### config.mk
export PLATFORM = sky130hd
export DESIGN_NAME = lb_scheduler
export DESIGN_NICKNAME = d
export VERILOG_FILES = /design/src/rtl/lb_scheduler.sv
export SDC_FILE = /design/constraint.sdc
export NUM_CORES = 1
export LEC_CHECK = 0
export CAP_MARGIN = 5
export CORE_MARGIN = 2
export CORE_UTILIZATION = 45
export DETAILED_ROUTE_END_ITERATION = 7
export PLACE_DENSITY = 0.76
export SLEW_MARGIN = 20
export SYNTH_ARGS = -nofsm -noshare
export SYNTH_HDL_FRONTEND = slang
export SYNTH_SLANG_ARGS = --single-unit
export TNS_END_PERCENT = 20
### constraint.sdc
create_clock -name clk -period 2.8 [get_ports clk]
set_input_delay 0.7 -clock clk [delete_from_list [all_inputs] [get_ports clk]]
set_output_delay 0.7 -clock clk [all_outputs]
set_load 0.02 [all_outputs]
### src/rtl/lb_scheduler.sv
// lb_scheduler: sequences the two-bank scanline buffer between the PPU pixel
// stream and the VGA driver. Writes each PPU line into one bank while the VGA
// side reads the other, launches the VGA frame one PPU line behind the writer,
// and watches every completed line for drift and bank collisions.
module lb_scheduler #(
    parameter int LINE_W      = 256,
    parameter int FRAME_LINES = 240,
    parameter int DRIFT_CNT_W = 8
) (
    input  logic                   clk,
    input  logic                   reset,
    input  logic                   ppu_frame_start,
    input  logic                   pix_valid,
    input  logic [14:0]            pix,
    input  logic [9:0]             vga_vcounter,
    output logic                   wr_en,
    output logic [8:0]             wr_addr,
    output logic [14:0]            wr_data,
    output logic                   rd_bank,
    output logic                   vga_sync,
    output logic                   locked,
    output logic                   overrun,
    output logic [DRIFT_CNT_W-1:0] drift_count
);

    typedef enum logic [1:0] {
        S_IDLE   = 2'd0,
        S_PRIME  = 2'd1,
        S_RUN    = 2'd2,
        S_RESYNC = 2'd3
    } state_t;

    localparam logic [7:0]             X_LAST    = 8'(LINE_W - 1);
    localparam logic [8:0]             LY_MAX    = 9'd511;
    localparam logic [9:0]             FRAME_END = 10'(FRAME_LINES);
    localparam logic [DRIFT_CNT_W-1:0] DRIFT_MAX = {DRIFT_CNT_W{1'b1}};

    state_t     state_r;
    state_t     state_nxt_s;
    logic [7:0] wr_x_r;
    logic       wr_bank_r;
    logic [8:0] ly_r;

    logic       line_done_s;
    logic [9:0] q_s;
    logic [9:0] ly_ext_s;
    logic       in_window_s;
    logic       aligned_s;
    logic       drift_s;
    logic       collision_s;
    logic       sync_nxt_s;
    logic       locked_nxt_s;
    logic       drift_inc_s;

    // A frame start resets the write position, so it masks a coincident line end.
    assign line_done_s = pix_valid & ~ppu_frame_start & (wr_x_r == X_LAST);

    // VGA shows each PPU line twice, so the VGA line pair index is vcounter/2.
    assign q_s         = vga_vcounter >> 1;
    assign ly_ext_s    = {1'b0, ly_r};
    assign in_window_s = (ly_r != 9'd0) && (ly_ext_s < FRAME_END);
    assign aligned_s   = (q_s == ly_ext_s) || (q_s == (ly_ext_s - 10'd1));
    assign drift_s     = (state_r == S_RUN) && line_done_s && in_window_s && !aligned_s;

    // A write landing in the bank currently being scanned out is a collision.
    assign collision_s = (state_r == S_RUN) && wr_en && (wr_addr[8] == rd_bank);

    // Line-buffer write port: one-cycle registered copy of the pixel strobe.
    always_ff @(posedge clk or posedge reset) begin
        if (reset) begin
            wr_en   <= 1'b0;
            wr_addr <= 9'd0;
            wr_data <= 15'd0;
        end else begin
            wr_en <= pix_valid;
            if (pix_valid) begin
                wr_addr <= ppu_frame_start ? 9'd0 : {wr_bank_r, wr_x_r};
                wr_data <= pix;
            end
        end
    end

    // Write position: pixel column, ping-pong bank and PPU line number.
    always_ff @(posedge clk or posedge reset) begin
        if (reset) begin
            wr_x_r    <= 8'd0;
            wr_bank_r <= 1'b0;
            ly_r      <= 9'd0;
        end else if (ppu_frame_start) begin
            wr_x_r    <= pix_valid ? 8'd1 : 8'd0;
            wr_bank_r <= 1'b0;
            ly_r      <= 9'd0;
        end else if (line_done_s) begin
            wr_x_r    <= 8'd0;
            wr_bank_r <= ~wr_bank_r;
            ly_r      <= (ly_r == LY_MAX) ? LY_MAX : (ly_r + 9'd1);
        end else if (pix_valid) begin
            wr_x_r <= wr_x_r + 8'd1;
        end
    end

    // Read bank follows VGA line bit 1: VGA lines 2L and 2L+1 read bank L&1.
    always_ff @(posedge clk or posedge reset) begin
        if (reset) begin
            rd_bank <= 1'b0;
        end else begin
            rd_bank <= vga_vcounter[1];
        end
    end

    // FSM state register.
    always_ff @(posedge clk or posedge reset) begin
        if (reset) begin
            state_r <= S_IDLE;
        end else begin
            state_r <= state_nxt_s;
        end
    end

    // Next-state logic plus the sync, lock and drift decisions.
    always_comb begin
        state_nxt_s  = state_r;
        sync_nxt_s   = 1'b0;
        locked_nxt_s = locked;
        drift_inc_s  = 1'b0;
        case (state_r)
            S_IDLE: begin
                locked_nxt_s = 1'b0;
                if (ppu_frame_start) begin
                    state_nxt_s = S_PRIME;
                end else begin
                    state_nxt_s = S_IDLE;
                end
            end
            S_PRIME: begin
                if (ppu_frame_start) begin
                    state_nxt_s = S_PRIME;
                end else if (line_done_s) begin
                    state_nxt_s  = S_RUN;
                    sync_nxt_s   = 1'b1;
                    locked_nxt_s = 1'b1;
                end else begin
                    state_nxt_s = S_PRIME;
                end
            end
            S_RUN: begin
                if (drift_s) begin
                    drift_inc_s  = 1'b1;
                    locked_nxt_s = 1'b0;
                    state_nxt_s  = ppu_frame_start ? S_PRIME : S_RESYNC;
                end else if (ppu_frame_start) begin
                    state_nxt_s = S_PRIME;
                end else begin
                    state_nxt_s = S_RUN;
                end
            end
            S_RESYNC: begin
                locked_nxt_s = 1'b0;
                if (ppu_frame_start) begin
                    state_nxt_s = S_PRIME;
                end else begin
                    state_nxt_s = S_RESYNC;
                end
            end
            default: begin
                state_nxt_s  = S_IDLE;
                locked_nxt_s = 1'b0;
            end
        endcase
    end

    // Status outputs: sync pulse, lock, sticky overrun, saturating drift count.
    always_ff @(posedge clk or posedge reset) begin
        if (reset) begin
            vga_sync    <= 1'b0;
            locked      <= 1'b0;
            overrun     <= 1'b0;
            drift_count <= '0;
        end else begin
            vga_sync <= sync_nxt_s;
            locked   <= locked_nxt_s;
            overrun  <= overrun | collision_s;
            if (drift_inc_s && (drift_count != DRIFT_MAX)) begin
                drift_count <= drift_count + DRIFT_CNT_W'(1);
            end
        end
    end

endmodule

=== Word-level counts from Yosys, hierarchy flattened ===
Cells that the tools add are included.

* Word-level logic and storage cells: 75
* Flip-flop bits (word level): 57
* Output and inout port bits: 37

* Reduce and logical (&&, ||, !) cells: 15
* Add/sub/neg operators: 4
* Bitwise logic cells: 5
* Muxes and demuxes: 26
* Equality and inequality tests: 12
* $lt $le $gt $ge: 1

{| class="wikitable"
|+ Operator list
! operator !! count
|-
| $mux W9 || 4
|-
| $mux W8 || 3
|-
| $add A8 B1 Y8 const B || 2
|-
| $mux W1 || 12
|-
| $eq A9 B10 Y1 || 1
|-
| $mux W2 || 5
|-
| $sub A9 B1 Y10 const B || 1
|-
| $add A9 B1 Y9 const B || 1
|-
| $eq A9 B9 Y1 || 1
|-
| $eq A9 B9 Y1 const B || 1
|-
| $lt A9 B8 Y1 const B || 1
|-
| $reduce_bool A9 Y1 || 1
|-
| $eq A8 B8 Y1 const B || 1
|-
| $ne A8 B8 Y1 const B || 1
|-
| $pmux W2 S4 || 1
|-
| $logic_and A1 B1 Y1 || 7
|-
| $ne A2 B2 Y1 const B || 3
|-
| $eq A2 B2 Y1 const B || 2
|-
| $pmux W1 S3 || 1
|-
| $reduce_and A3 Y1 || 1
|-
| $reduce_bool A3 Y1 || 1
|-
| $and A1 B1 Y1 || 2
|-
| $eq A2 B1 Y1 const B || 1
|-
| $logic_not A2 Y1 || 1
|-
| other kinds (7) || 8
|}

=== Depth between registers and ports, before layout ===
* Depth in word-level cells: 9
* Depth in mapped cells: 12

=== Least setup slack after synthesis ===
OpenSTA, ideal clock, no wires.

* Path type: register to register
* Start point: register ly_r[0]
* End point: register drift_count[3]
* Period minus slack after synthesis: 2.632 ns
* Data required time: 2.675 ns
* Buffers on the path: 3
* Data arrival time: 2.507 ns
* Slack: 0.168 ns
* Cell stages (with the launch flop): 13
* Cells stage by stage: dfrtp_1 clkbuf_1 inv_1 ha_1 clkbuf_1 xnor2_1 a21oi_1 o21ai_0 o31a_2 or4_4 buf_6 nand3_1 mux2_2

* Cells in the longest elaborated chain, start to end: 8

{| class="wikitable"
|+ RTL lines
! what !! line !! RTL
|-
| start, declared || 42 || <nowiki>logic [8:0] ly_r;</nowiki>
|-
| start signal, assigned || 96 || <nowiki>ly_r <= (ly_r == LY_MAX) ? LY_MAX : (ly_r + 9'd1);</nowiki>
|-
| $sub A9 B1 Y10 || 62 || <nowiki>assign aligned_s = (q_s == ly_ext_s) || (q_s == (ly_ext_s - 10'd1));</nowiki>
|-
| $eq A9 B10 Y1 || 62 ||
|-
| $logic_or A1 B1 Y1 || 62 ||
|-
| $logic_not A1 Y1 || 63 || <nowiki>assign drift_s = (state_r == S_RUN) && line_done_s && in_window_s && !aligned_s;</nowiki>
|-
| $logic_and A1 B1 Y1 * || 63 ||
|-
| $mux W1 * || 147 || <nowiki>if (drift_s) begin</nowiki>
|-
| $mux W1 * || 126 || <nowiki>case (state_r)</nowiki>
|-
| $logic_and A1 B1 Y1 * || 183 || <nowiki>if (drift_inc_s && (drift_count != DRIFT_MAX)) begin</nowiki>
|-
| end signal, assigned || 184 || <nowiki>drift_count <= drift_count + DRIFT_CNT_W'(1);</nowiki>
|-
| end, declared || 23 || <nowiki>output logic [DRIFT_CNT_W-1:0] drift_count</nowiki>
|}

Mark *: on every way between the ends. The rest lies on a longest branch, timed or not.
A chain may end at the register's enable or synchronous reset.

=== Final worst setup path ===
* Start point: input vga_vcounter[5]
* End point: register drift_count[4]

* Cells in the longest elaborated chain, start to end: 7

{| class="wikitable"
|+ RTL lines
! what !! line !! RTL
|-
| start, declared || 15 || <nowiki>input logic [9:0] vga_vcounter,</nowiki>
|-
| $eq A9 B10 Y1 or $eq A9 B9 Y1 (tied branches) || 62 ||
|-
| $logic_or A1 B1 Y1 * || 62 ||
|-
| $logic_not A1 Y1 * || 63 ||
|-
| $logic_and A1 B1 Y1 * || 63 ||
|-
| $mux W1 * || 147 ||
|-
| $mux W1 * || 126 ||
|-
| $logic_and A1 B1 Y1 * || 183 ||
|}

Marked as above.

==> results.yml <==
yosys:
  synth_edf_count: 0
  synth.avg_cell_area_um2: 10.6
  syn_nets: 304
  syn_area_um2: 2870
  ys_seq_area_share_pct: 49.7
  ys_ff_latch: 57
  synth_top_cell_area_share_pct: 49.7
  synth_most_common_cell: "dfrtp_1"
  synth_cell_types: 44
  synthCells: 270
  synth_common_cells: "57 x dfrtp_1, 19 x mux2_2, 18 x nand2_1"
  postSynth.asyncResetShare_pct: 100
  synth_top_cell_by_area: "dfrtp_1"
  synth.top_cells.by_area: "dfrtp_1 50%, mux2_2 7.5%, xnor2_1 4.9%, xor2_1 2.4%, nand2_1 2.4%"
  synth_warnings: 0
  ys.flop_type: "dfrtp_1"
setup_path:
  endpoint_kind: "register"
  critPathLaunchType: "input pin"
  crit_fanout: 9
  rrSetupSlack_ns: 0.26
  crit_required_ns: 3.06
  crit_arrival_ns: 2.80
  critical_path_class: "input pin to register"
  r2r_start: "ly_r[1]"
  rr_worst_depth: 10
  r2r-end: "drift_count[4]"
sta:
  fin_crit_ns: 2.54
  fmax_mhz: 393
  slew_headroom_pct: 73.9
  rsz0062_at_grt: "false"
  finalSetupTns_ns: 0
  min_period_over_period_pct: 90.9
  holdWs_ns: 0.457
  clock_skew_ns: 0.00731
  worst_pin_slew_ns: 0.391
  hold_viol: 0
  setup_slack_ns: 0.255
  setup_viol: 0
  drv_slew: 0
placed_design:
  dpl.hpwl_mm: 4.21
  place_congestion: 0.811
  numPortBuffers: 64
  place_inst: 411
  post-place-ws_ns: -0.0626
clocking:
  ctsResizeCount: 0
  insertion_delay_ns: 0.34
  cts.reportedPaths.clkPinSlew_ns: 0.07
  numCtsBuffers: 9
  cts_tree: "done"
  clock-sinks: 57
  cts_buffer_depth: 2
  cts_hold_buf: 0
  cts-root-buf: "clkbuf_8"
  h-tree-depth: 3
  post-cts-setup-buffers: 0
finish:
  drive_above_1_share_pct: 17.7
  syn_to_final_growth_pct: 35.7
  final_nets: 379
  layout.cells.non_filler: 427
  nFillCells: 535
  antennaDiodeCount: 0
min_path:
  min_to: "overrun"
  hold_start: "overrun"
  whs_path_depth: 1
  hp-class: "register to register"
status:
  outcome: "finished, final reports clean"
die:
  ios: 66
  initial_utilization_pct: 46.0
  rows: 29
  die_height_um: 83.9
  dieArea_um2: 7030
  die_x_um: 83.9
  coreArea_um2: 6240
power_and_ir_drop:
  pwr_density_cell_nw_per_um2: 511
  vdd_drop_max_mv: 0.388
  power_leakage_uw: 0.00171
global_routing:
  grt_pass1_vias: 2258
  grt_overflow: 0
  grt_usage_pct: 18.8
  grt_first_pass_wirelength_mm: 10.5
  antenna_found_initial: 0
  grt_max_degree: 58
drt:
  antenna_left: 0
  drtIter0Drc: 118
  drcViolationCount: 0
  vias: 2268
  routed_wirelength_mm: 6.15
  dr.pass1.iters: 4
  wl_per_cell_um: 14.4
  via_per_inst: 5.31
flow_run:
  max_cap_viol_count: 0
how the worst max path moves through the flow:
stage	from	endpoint	slack, ns	cells after the start
finish	vga_vcounter[5]	drift_count[4]	0.26	8
global route	ly_r[1]	drift_count[4]	0.09	10
CTS	ly_r[1]	drift_count[4]	0.26	10
detailed placement	vga_vcounter[5]	drift_count[1]	-0.06	7
global placement	vga_vcounter[5]	drift_count[1]	-0.07	7
floorplan	ly_r[0]	drift_count[3]	0.17	12
logic make-up (layout without fill, tap and decap cells):
family,count (synthesis),in the layout,share of synthesized area (%)
simple gates,87,87,17.6
compound gates,47,47,10.5
buf+inv,28,108,4.10
mux,22,22,8.67
flops,57,57,49.7
xor+xnor,24,24,7.32
fa+ha+maj,5,5,2.18
critical path, cell delays in order:
cell and delay [ns]:
clkdlybuf4s50_1 0.47, xor2_1 0.19, nand3_1 0.10, o31a_2 0.30, or4_4 0.53, buf_4 0.18
and3_1 0.15, a31oi_1 0.18
state kept, by name (all words and copies together) (netlist names), 2 cells and up:
| signal | flops |
|---|---|
| wr_data | 15 |
| ly_r | 9 |
| wr_addr | 9 |
| drift_count | 8 |
| wr_x_r | 8 |
| state_r | 2 |
routing by layer:
layer  wire length [um]  vias to the layer above  share of wire (%)  track usage, %
met1               2700                     1091                 44            22.9
met4                 76                        0                1.2            5.72
li1                   -                     1105                  -               -
met2               2960                       66                 48            30.3
met5                  0                        -                  0               0
met3                417                        6                6.8            8.21
power breakdown:
part / internal [uW] / switching, uW / total (uW)
combinational: 125 / 107 / 232
sequential: 855 / 18.7 / 874
clock: 550 / 333 / 882
area by class of cell:
cell class / instances / area, um^2 / area share [%]
Multi-Input combinational cell: 185 / 1330 / 34.1
Tap cell: 77 / 96.3 / 2.47
Inverter: 13 / 48.8 / 1.25
Timing Repair Buffer: 79 / 766 / 19.7
Clock inverter: 4 / 75.1 / 1.93
Sequential cell: 57 / 1430 / 36.6
Clock buffer: 12 / 155 / 3.98
placed cells by master (no fill, tap or decap), types with 5 or more instances in the layout:
| master | instances |
|---|---|
| nor3_1 | 6 |
| o21ai_0 | 9 |
| xnor2_1 | 16 |
| and3_1 | 8 |
| clkbuf_8 | 11 |
| nand3_1 | 10 |
| nand2_1 | 18 |
| a31oi_1 | 8 |
| mux2_2 | 19 |
| dfrtp_1 | 57 |
| xor2_1 | 8 |
| buf_4 | 14 |
| nor2_1 | 16 |
| a21oi_1 | 11 |
| ha_1 | 5 |
| inv_1 | 12 |
| clkdlybuf4s50_1 | 64 |
metrics by stage:
step / power, uW / utilization (%) / cell area [um^2]
2_1_floorplan: 999 / - / 2870
3_3_place_gp: 1120 / 58.7 / 3660
3_5_place_dp: 1120 / 58.7 / 3660
4_1_cts: 2010 / 62.4 / 3890
5_1_grt: 2070 / 62.4 / 3890
6_report: 1990 / 62.4 / 3890
No activity file was read; power rests on OpenSTA's default activity.
